==> src/rtl/booth4_pkg.sv <==
// Shared types for the radix-4 Booth multiplier: digit enumeration, default
// operand width and the bit-triplet to digit decoder.
package booth4_pkg;

  localparam int DEFAULT_N = 4;

  typedef enum logic [2:0] {
    ZERO = 3'd0,
    POS1 = 3'd1,
    POS2 = 3'd2,
    NEG1 = 3'd3,
    NEG2 = 3'd4
  } booth_digit_t;

  // Triplet is {b[2i+1], b[2i], b[2i-1]}.
  function automatic booth_digit_t booth_decode(input logic [2:0] trip);
    booth_digit_t d;
    case (trip)
      3'b001, 3'b010: d = POS1;
      3'b011:         d = POS2;
      3'b100:         d = NEG2;
      3'b101, 3'b110: d = NEG1;
      default:        d = ZERO;
    endcase
    return d;
  endfunction

endpackage

==> src/rtl/booth4_enc.sv <==
// One Booth digit slice: decodes a multiplier bit-triplet and returns the
// signed partial product digit*A, sign-extended to 2N bits and not yet shifted.
module booth4_enc
  import booth4_pkg::*;
#(
  parameter int N = DEFAULT_N
) (
  input  logic [2:0]     trip,
  input  logic [N-1:0]   a,
  output logic [2*N-1:0] pp
);

  localparam logic [2*N-1:0] ONE = {{(2*N-1){1'b0}}, 1'b1};

  logic [2*N-1:0] a_ext;
  logic [2*N-1:0] a_dbl;
  booth_digit_t   digit;

  assign a_ext = {{N{a[N-1]}}, a};
  assign a_dbl = a_ext << 1;
  assign digit = booth_decode(trip);

  // 2N bits hold -2 * -2^(N-1) = 2^N without wrapping.
  always_comb begin
    pp = '0;
    case (digit)
      ZERO:    pp = '0;
      POS1:    pp = a_ext;
      POS2:    pp = a_dbl;
      NEG1:    pp = ~a_ext + ONE;
      NEG2:    pp = ~a_dbl + ONE;
      default: pp = '0;
    endcase
  end

endmodule

==> src/rtl/booth4.sv <==
// Registered signed N x N radix-4 Booth multiplier, one product per cycle.
// Define BOOTH4_INREG_EN to register A/B ahead of the recoding (2-cycle latency).
module booth4
  import booth4_pkg::*;
#(
  parameter int N = DEFAULT_N
) (
  input  logic           Clk,
  input  logic           Rst_n,
  input  logic [N-1:0]   A,
  input  logic [N-1:0]   B,
  output logic [2*N-1:0] Z
);

  localparam int D = N / 2;

  logic [N-1:0]   a_op;
  logic [N-1:0]   b_op;
  logic [2*N-1:0] pp [D];
  logic [2*N-1:0] sum;

`ifdef BOOTH4_INREG_EN
  always_ff @(posedge Clk or negedge Rst_n) begin
    if (!Rst_n) begin
      a_op <= '0;
      b_op <= '0;
    end else begin
      a_op <= A;
      b_op <= B;
    end
  end
`else
  assign a_op = A;
  assign b_op = B;
`endif

  for (genvar i = 0; i < D; i++) begin : g_dig
    logic [2:0] trip;
    // The lowest digit sees an implicit zero below bit 0.
    if (i == 0) begin : g_lsb
      assign trip = {b_op[1:0], 1'b0};
    end else begin : g_hi
      assign trip = b_op[2*i+1:2*i-1];
    end

    booth4_enc #(.N(N)) u_enc (
      .trip (trip),
      .a    (a_op),
      .pp   (pp[i])
    );
  end

  always_comb begin
    sum = '0;
    for (int i = 0; i < D; i++) begin
      sum = sum + (pp[i] << (2 * i));
    end
  end

  always_ff @(posedge Clk or negedge Rst_n) begin
    if (!Rst_n) Z <= '0;
    else        Z <= sum;
  end

endmodule

==> config.mk <==
export PLATFORM = sky130hd
export DESIGN_NAME = booth4
export DESIGN_NICKNAME = d
export VERILOG_FILES = /design/src/rtl/booth4_pkg.sv /design/src/rtl/booth4_enc.sv /design/src/rtl/booth4.sv
export SDC_FILE = /design/constraint.sdc
export NUM_CORES = 1
export LEC_CHECK = 0
export ABC_AREA = 1
export CAP_MARGIN = 20
export CORE_MARGIN = 2
export CORE_UTILIZATION = 44
export DETAILED_ROUTE_END_ITERATION = 10
export PLACE_DENSITY = 0.86
export SETUP_SLACK_MARGIN = 0.5
export SYNTH_ARGS = -nofsm -noshare
export SYNTH_HDL_FRONTEND = slang
export SYNTH_SLANG_ARGS = --single-unit
==> constraint.sdc <==
create_clock -name Clk -period 0.8 [get_ports Clk]
set_input_delay 0.08 -clock Clk [delete_from_list [all_inputs] [get_ports Clk]]
set_output_delay 0.08 -clock Clk [all_outputs]
set_load 0.02 [all_outputs]
==> results of run 1 <==
stage by stage:
step	worst slack [ps]	utilization [%]	cells	hold WS (ps)	TNS [ps]
4_1_cts	-783	90.0	199	-181	-4020
3_5_place_dp	-1620	79.4	189	371	-11100
3_3_place_gp	-1500	79.4	189	364	-10570
2_1_floorplan	-861	-	109	-216	-3510
cells by family after synthesis:
| kind of cell | after synthesis |
|---|---|
| AOI/OAI and AO/OA | 20 |
| and+or+nand+nor | 51 |
| buffers and inverters | 18 |
| DFF | 8 |
| adders and majority gates | 8 |
| xor gates and xnor gates | 4 |
timing repair:
action | 4_1_cts
resized for setup | 101
setup endpoints to repair | 24
hold endpoints to repair | 8
pin swaps | 20
setup buffers | 7
==> insert_results.sql, run 1 <==
INSERT INTO impl_metrics (metric_group, metric, value, unit) VALUES
('placement', 'numPortBuffers', '17', ''),
('run_status', 'error_that_ended_the_run', '[ERROR DPL-0033] detailed placement checks failed during check placement.', ''),
('yosys', 'synth-edff-count', '0', ''),
('floorplan', 'die_height', '46.4', 'um'),
('floorplan', 'floorplan.initialDensity', '46.3', '%'),
('yosys', 'synth-compound-area-share', '16.6', '%'),
('yosys', 'synth_top_cells_by_count', 'sky130_fd_sc_hd__nand2_1, sky130_fd_sc_hd__inv_1, sky130_fd_sc_hd__nand3_1', ''),
('yosys', 'post_synth_and_or_nand_nor_area_fraction', '31.5', '%'),
('sta', 'globalroute.repair_timing.worst_endpoint', 'Z[7]$_DFF_PN0_/D', ''),
('placement', 'detailedPlacementHpwl', '1.99', 'mm'),
('yosys', 'yosysMostFrequentCell', 'sky130_fd_sc_hd__nand2_1', ''),
('floorplan', 'design.portCount', '18', ''),
('yosys', 'yosysWarnings', '0', ''),
('floorplan', 'die_width', '46.4', 'um'),
('yosys', 'post-synth-top-area-fraction', '25.3', '%'),
('clock_tree', 'cts.sink_count', '8', ''),
('yosys', 'post_synth_inst_count', '109', ''),
('clock_tree', 'clockRootBuffer', 'sky130_fd_sc_hd__clkbuf_4', ''),
('run_status', 'run_status', 'aborted with a tool error', ''),
('yosys', 'postSynth.asyncResetShare', '100', '%'),
('yosys', 'seq_area_frac_synth', '25.3', '%'),
('yosys', 'yosys_register_bits', '8', ''),
('yosys', 'synth_area_per_cell', '7.25', 'um^2'),
('yosys', 'post_synth_main_area_contributors', 'sky130_fd_sc_hd__dfrtp_1, sky130_fd_sc_hd__nand2_1, sky130_fd_sc_hd__ha_1', ''),
('grt', 'antenna_violations_before_repair', '0', ''),
('sta', 'worst_endpoint_kind', 'register data pin', ''),
('yosys', 'synth-adder-area-share', '13.6', '%'),
('clock_tree', 'cts_inserted_buffers', '3', ''),
('clock_tree', 'clock_path_buffers', '2', ''),
('placement', 'finalWeightedCongestion', '0.962', ''),
('yosys', 'synthesis.area', '791', 'um^2'),
('clock_tree', 'cts_htree_levels', '1', ''),
('placement', 'placement.cell_area', '0.00136', 'mm^2'),
('yosys', 'ys_dominant_reg_cell', 'sky130_fd_sc_hd__dfrtp_1', ''),
('yosys', 'syn_nets', '127', ''),
('yosys', 'muxShareOfSynthArea', '0', '%'),
('floorplan', 'standard_cell_row_count', '15', ''),
('run_status', 'failing_step', 'global routing (5_1_grt)', ''),
('yosys', 'synth_xor_xnor_area_share', '4.43', '%'),
('yosys', 'synth_top_family_by_area', 'simple AND/OR/NAND/NOR gates', ''),
('yosys', 'synth_largest_area_cell', 'sky130_fd_sc_hd__dfrtp_1', ''),
('yosys', 'yosys.cell_types.count', '21', ''),
('grt', 'grt_max_degree', '9', '');
==> inputs of run 2 (changes only) <==
CORE_AREA = 2 2 63 65   (was unset)
CORE_MARGIN = unset   (was 2)
CORE_UTILIZATION = unset   (was 44)
DIE_AREA = 0 0 65 67   (was unset)
PLACE_DENSITY = unset   (was 0.86)
PLACE_DENSITY_LB_ADDON = 0.15   (was unset)
SETUP_SLACK_MARGIN = unset   (was 0.5)
clock period = 1 ns   (was 0.8 ns; I/O delays follow)
==> run 2 against run 1 <==
Against the previous run:
- the flow now finishes, with violations (setup timing)
- synthesized area unchanged
- synthesized cell count unchanged
==> insert_results.sql, run 2 <==
INSERT INTO impl_metrics (metric_group, metric, value, unit) VALUES
('routing', 'dr.pass1.iters', '4', ''),
('floorplan', 'design.die.area', '0.00436', 'mm^2'),
('floorplan', 'design.portCount', '18', ''),
('placement', 'numPortBuffers', '17', ''),
('grt', 'globalRouteTotalUtil', '11.9', '%'),
('run_status', 'violations', 'setup timing', ''),
('critical_path', 'top_delay_family_on_crit_path', 'adder cells', ''),
('grt', 'grt_pass1_vias', '1019', ''),
('yosys', 'syn_nets', '127', ''),
('sta', 'final_critical_path_setup_slack', '-606', 'ps'),
('layout', 'antenna_cells_inserted', '0', ''),
('routing', 'met2RoutedLength', '1.27', 'mm'),
('critical_path', 'worstPathRequired', '1110', 'ps'),
('critical_path', 'crit_arrival', '1720', 'ps'),
('yosys', 'yosys.cell_types.count', '21', ''),
('sta', 'finalSetupViolCount', '5', ''),
('clock_tree', 'cts_htree_levels', '1', ''),
('sta', 'worst_case_headroom_to_the_max_slew_limit', '77.4', '%'),
('routing', 'wl_met3', '59', 'um'),
('yosys', 'synthesis.area', '791', 'um^2'),
('power', 'power-per-cell-area', '1090', 'mW/mm^2'),
('critical_path', 'cpMaxStageDelayCell', 'sky130_fd_sc_hd__ha_1', ''),
('yosys', 'yosysWarnings', '0', ''),
('floorplan', 'standard_cell_row_count', '22', ''),
('sta', 'timing_hold_violations_final', '0', ''),
('clock_tree', 'cts.sink_count', '8', ''),
('power', 'power_switching', '0.637', 'mW'),
('yosys', 'synth_largest_area_cell', 'sky130_fd_sc_hd__dfrtp_1', ''),
('routing', 'vias_per_std_cell', '4.37', ''),
('yosys', 'synth_area_per_cell', '7.25', 'um^2'),
('routing', 'routed_wire_per_std_cell', '11.0', 'um'),
('floorplan', 'die_width', '65', 'um'),
('routing', 'routed-via-count', '978', ''),
('sta', 'finalCritPeriodShare', '161', '%'),
('power', 'max-vdd-ir-drop', '0.000344', 'V'),
('power', 'power_switching_share', '35.4', '%'),
('layout', 'drive_above_1_share', '60.2', '%'),
('run_status', 'run_status', 'finished with violations', ''),
('critical_path', 'timing.critical_path.cells', 'buf_8, nor2_4, nand2_4, ha_4, buf_4, o211ai_1, ha_1, nand2_2, nor2_4, nand2_1, o211ai_1, nand3_1, nand2_1', ''),
('critical_path', 'cp-end-kind', 'flop', ''),
('hold_path', 'holdCritPathClass', 'in2async', ''),
('layout', 'largest_register', 'Z', ''),
('routing', 'wl', '2.47', 'mm'),
('yosys', 'post_synth_main_area_contributors', 'sky130_fd_sc_hd__dfrtp_1, sky130_fd_sc_hd__nand2_1, sky130_fd_sc_hd__ha_1', ''),
('layout', 'num-nets-final', '196', ''),
('sta', 'max_freq', '623', 'MHz'),
('floorplan', 'die_height', '67', 'um'),
('routing', 'top_layer_used', 'met4', ''),
('grt', 'antenna_violations_before_repair', '0', ''),
('floorplan', 'placeableCoreArea', '0.00361', 'mm^2'),
('power', 'share_clk_of_total_power', '21.1', '%'),
('layout', 'largest_reg_flops', '8', ''),
('grt', 'grt_max_degree', '9', ''),
('yosys', 'post_synth_inst_count', '109', ''),
('critical_path', 'setup.worst_path.class', 'in2reg', ''),
('critical_path', 'crit_buf_inv', '2', ''),
('critical_path', 'critPathMaxFanout', '3', ''),
('layout', 'top_regs', 'Z: 8 flops', ''),
('layout', 'layout_commonest_cell', 'sky130_fd_sc_hd__buf_4', ''),
('power', 'p_leak', '0.805', 'nW'),
('job', 'cap_viol_max_count', '0', ''),
('clock_tree', 'cts.clk_slew.worst_paths', '40', 'ps'),
('power', 'sequentialPowerShare', '23.2', '%'),
('placement', 'detailedPlacementHpwl', '2.02', 'mm'),
('clock_tree', 'cts_inserted_buffers', '3', ''),
('sta', 'setup-tns-final', '-2730', 'ps'),
('routing', 'drt-initial-drc-count', '25', ''),
('yosys', 'postSynth.asyncResetShare', '100', '%'),
('critical_path', 'critical_path.startpoint_type', 'input port', ''),
('yosys', 'yosysMostFrequentCell', 'sky130_fd_sc_hd__nand2_1', ''),
('grt', 'grt_first_pass_wirelength', '4.11', 'mm'),
('clock_tree', 'cts_tree', 'yes', ''),
('yosys', 'seq_area_frac_synth', '25.3', '%'),
('yosys', 'synth_top_cells_by_count', 'sky130_fd_sc_hd__nand2_1, sky130_fd_sc_hd__inv_1, sky130_fd_sc_hd__nand3_1', ''),
('clock_tree', 'clockRootBuffer', 'sky130_fd_sc_hd__clkbuf_8', ''),
('yosys', 'post-synth-top-area-fraction', '25.3', '%'),
('routing', 'detail-route-antenna-nets', '0', ''),
('layout', 'utilization', '45.7', '%'),
('sta', 'layout_min_cycle_time', '1610', 'ps'),
('routing', 'drc', '0', ''),
('power', 'power_report.internal_total', '1.16', 'mW'),
('floorplan', 'floorplan.initialDensity', '21.9', '%'),
('sta', 'rsz0062_at_grt', 'true', ''),
('sta', 'actual_slew_at_the_worst_max_slew_pin', '338', 'ps'),
('power', 'power.share.combinational', '55.8', '%'),
('yosys', 'yosys_register_bits', '8', ''),
('routing', 'routedLengthMet1', '1.11', 'mm'),
('critical_path', 'cp_slowest_stage_delay', '300', 'ps'),
('clock_tree', 'clock_path_buffers', '2', ''),
('yosys', 'ys_dominant_reg_cell', 'sky130_fd_sc_hd__dfrtp_1', ''),
('grt', 'grt_overflow_total', '0', ''),
('layout', 'n_fill_cell', '362', ''),
('layout', 'mostFrequentLayoutCells', 'sky130_fd_sc_hd__buf_4, sky130_fd_sc_hd__nand2_1, sky130_fd_sc_hd__clkdlybuf4s15_1', ''),
('yosys', 'synth-edff-count', '0', ''),
('placement', 'finalWeightedCongestion', '0.815', ''),
('sta', 'maxSlewViolCount', '0', ''),
('layout', 'flow.area_growth_from_synthesis', '108', '%');
## run 2: what timing repair did
| action | in CTS | in global routing |
|---|---|---|
| setup endpoints to repair | 15 | 14 |
| pin swaps | 14 | 16 |
| gates resized for setup | 48 | 41 |
| hold endpoints to repair | 0 | 0 |
| hold buffers | 0 | 0 |
| setup buffers | 6 | 1 |
## run 2: path summary, 6_finish.rpt
check	end	depth (start not counted)	from	slack [ps]
worst max-delay path	Z[7]$_DFF_PN0_	13	A[2]	-610
worst min-delay path	Z[2]$_DFF_PN0_	1	Rst_n	140
max in group asynchronous	Z[7]$_DFF_PN0_	1	Rst_n	610
min in group Clk	Z[0]$_DFF_PN0_	4	A[0]	260
## run 2: logic make-up after synthesis
| group | Yosys count | share of synthesized area, % |
|---|---|---|
| compound gates | 20 | 16.6 |
| xor+xnor | 4 | 4.43 |
| fa+ha+maj | 8 | 13.6 |
| buf+inv | 18 | 8.54 |
| flops | 8 | 25.3 |
| simple gates | 51 | 31.5 |
## run 2: layout make-up
type / instances / area [um^2] / area share, %
clock buffer: 3 / 41.3 / 2.51
inverter: 18 / 90.1 / 5.47
multi-input combinational: 83 / 733 / 44.5
sequential: 8 / 200 / 12.1
tap: 48 / 60.1 / 3.64
timing repair buffer: 64 / 523 / 31.7
## run 2: metal layers
layer,vias to the layer above,GRT usage (%)
met5,-,0
met4,0,4.52
met3,2,1.69
met2,16,23.1
met1,455,13.0
li1,505,-
## run 2: per-stage QoR
stage / power (mW) / worst slack [ps] / hold WS, ps / std cells / instance area [um^2]
global route: 1.93 / -712 / 184 / 224 / 1650
CTS: 1.66 / -630 / 159 / 223 / 1510
finish: 1.80 / -606 / 144 / 224 / 1650
floorplan: 0.838 / -681 / -196 / 109 / 865
detailed placement: 1.29 / -1380 / 396 / 214 / 1400
global placement: 1.28 / -1360 / 396 / 214 / 1400
## run 2: power by group through the flow
stage	clock network, mW	registers, mW	logic [mW]
after CTS	0.382	0.414	0.867
after detailed placement	0	0.422	0.863
after global placement	0	0.422	0.862
final	0.379	0.417	1.00
after global routing	0.409	0.424	1.09
after floorplan	0	0.523	0.314
Note: power is estimated with default switching activity, not from simulation.
==> RTL edit: new RTL, config.mk and constraints of run 2 <==
The option `BOOTH4_INREG_EN` is turned on by a define.
--- a/src/rtl/booth4.sv
+++ b/src/rtl/booth4.sv
@@ -2,2 +2,4 @@
 // Define BOOTH4_INREG_EN to register A/B ahead of the recoding (2-cycle latency).
+`define BOOTH4_INREG_EN
+
 module booth4
Behaviour: not the same (Yosys sat finds a counterexample within 4 cycles, from zero or initial values and one cycle with Rst_n low).
==> RTL edit against run 2 <==
- the flow still finishes with violations (negative setup slack)
- setup slack got worse by 0.53 ns
- sequential cell count up 8
- worst hold slack improved by 0.0086 ns
- sequential share of layout area up 12 points
- area after synthesis increased by 25%
- routed wire length up 7.1%
- power increased by 24%
- sequential power rose by 84%
- final area is 1.4% higher
- critical path depth grew 1
==> RTL edit: results (changes against run 2) <==
| Metric | Value |
|---|---|
| Syn_nets | 135 (+6.3%) |
| Met2 wire len | 1395 µm (+9.5%) |
| Leak | 0.8333 nW (+3.5%) |
| First-pass GRT wire length | 4533 µm (+10%) |
| Sequential area share after synthesis | 0.4040 (+0.1509) |
| Largest registers | Z x8, a_op x4, b_op x4 |
| Hold Path Class | primary input to async pin |
| Worst vdd ir | 0.6204 mV (+80%) |
| Top cells by count, synth | nand2_1 (28), dfrtp_1 (16), inv_1 (13), nand3_1 (9) |
| DR iter-0 viols | 14 (-44%) |
| Post-Route WL | 2639 µm (+7.1%) |
| GRT Total Usage | 0.1397 (+0.02031) |
| Slew HR | 0.7411 (-0.03301) |
| Detailed Place HPWL | 2160 µm (+7.0%) |
| Clock power share | 0.270 (+0.059) |
| Failing checks | negative setup slack |
| Final Setup Violations | 7 (+2) |
| Largest buffer count on any clock path | 2 (unchanged) |
| Met1 Use GR | 0.1548 (+0.02445) |
| Routing usage on met2 | 0.2693 (+0.03866) |
| Final worst slack | -1.137 ns (-0.5310 ns) |
| Met3 GRT Util | 0.02534 (+0.008446) |
| Via density | 4.556 (+4.3%) |
| Placer Congestion | 0.8311 (+1.9%) |
| Share of layout cells above drive strength 1 | 0.4689 (-0.1333) |
| CP top delay family | adder cells |
| Status | finished, violations left |
| Reg clk slew, reported paths | 0.08 ns (+0.04 ns) |
| Top post-synthesis cells by area | dfrtp_1 (40%), nand2_1 (11%), ha_1 (8.8%) |
| Metal-1 WL | 1122 µm (+1.2%) |
| Slowest CP cell | dfrtp_1 |
| Met3 WL | 93 µm (+58%) |
| 1st-pass router iterations | 2 (-2) |
| Netlist cell types | 21 (unchanged) |
| Vias in the first global route | 1053 (+3.3%) |
| Largest net degree at the start of global routing | 17 (+8) |
==> RTL edit: cell count changes in the layout (fill, tap and decap cells not counted), sizes merged <==
cell,change
clkdlybuf4s15,-5
clkbuf,+2
clkdlybuf4s50,+8
dfrtp,+8
buf,-12
==> RTL edit: path summary, 6_finish.rpt <==
path / startpoint / end / slack [ns] / cells past startpoint
worst max-delay path: a_op[1] / Z[7] / -1.14 / 14
worst min-delay path: Rst_n / Z[5] / 0.15 / 2
worst max register to register: a_op[1] / Z[7] / -1.14 / 14
worst min register to register: a_op[0] / Z[0] / 0.59 / 3
max in group asynchronous: Rst_n / a_op[2] / 0.65 / 2
min in group Clk: B[1] / b_op[1] / 0.27 / 1
==> RTL edit: layout make-up <==
| cell class | count | area, µm² |
|---|---|---|
| well taps | 48 | 60.06 |
| flip-flops and latches | 16 | 400.4 |
| inverters | 18 | 72.57 |
| multi-input cells | 83 | 628.1 |
| fillers | 359 | 1934 |
| repair buffers | 56 | 455.4 |
| clock buffers | 4 | 55.05 |
==> RTL edit: logic make-up (layout without fill, tap and decap cells) <==
logic type	after synthesis	after routing	share of synthesized area
adders and majority gates	8	8	0.1086
xor gates and xnor gates	4	4	0.03536
buffers and inverters	18	78	0.06819
AOI/OAI and AO/OA	20	20	0.1326
DFF	16	16	0.4040
and+or+nand+nor	51	51	0.2513
==> RTL edit: through the flow <==
stage	instance area, µm²	setup WS [ns]	setup TNS [ns]	std cells	utilization
2_1_floorplan	1010	-1.004	-4.879	117	-
3_3_place_gp	1495	-1.250	-6.137	216	0.4146
3_5_place_dp	1495	-1.191	-6.032	216	0.4146
4_1_cts	1638	-1.135	-5.668	223	0.4542
5_1_grt	1672	-1.315	-6.453	225	0.4636
6_report	1672	-1.137	-5.665	225	0.4636
==> RTL edit: what timing repair did <==
item,in CTS,in global routing
pin swaps,10,16
gates cloned,0,0
setup buffers,3,3
endpoints found under the setup margin,15,11
resized for setup,33,13
==> RTL edit: worst register-to-register path: stages, from the launching register on <==
cell	delay [ns]
dfrtp_1	0.38
nor2_2	0.13
nand2_2	0.10
ha_4	0.29
nor2_1	0.04
a21oi_1	0.15
o221ai_2	0.12
ha_1	0.34
nand2_2	0.08
nor2_2	0.09
nand2_1	0.05
o211ai_1	0.10
inv_1	0.08
nand3_2	0.07
nand2_2	0.04
==> RTL edit: power by group through the flow <==
stage	Combinational (mW)	Clock [mW]	Sequential (mW)
6_report	0.865	0.603	0.768
5_1_grt	0.949	0.655	0.777
4_1_cts	0.831	0.629	0.770
3_5_place_dp	0.808	0	0.783
3_3_place_gp	0.812	0	0.783
2_1_floorplan	0.294	0	0.885
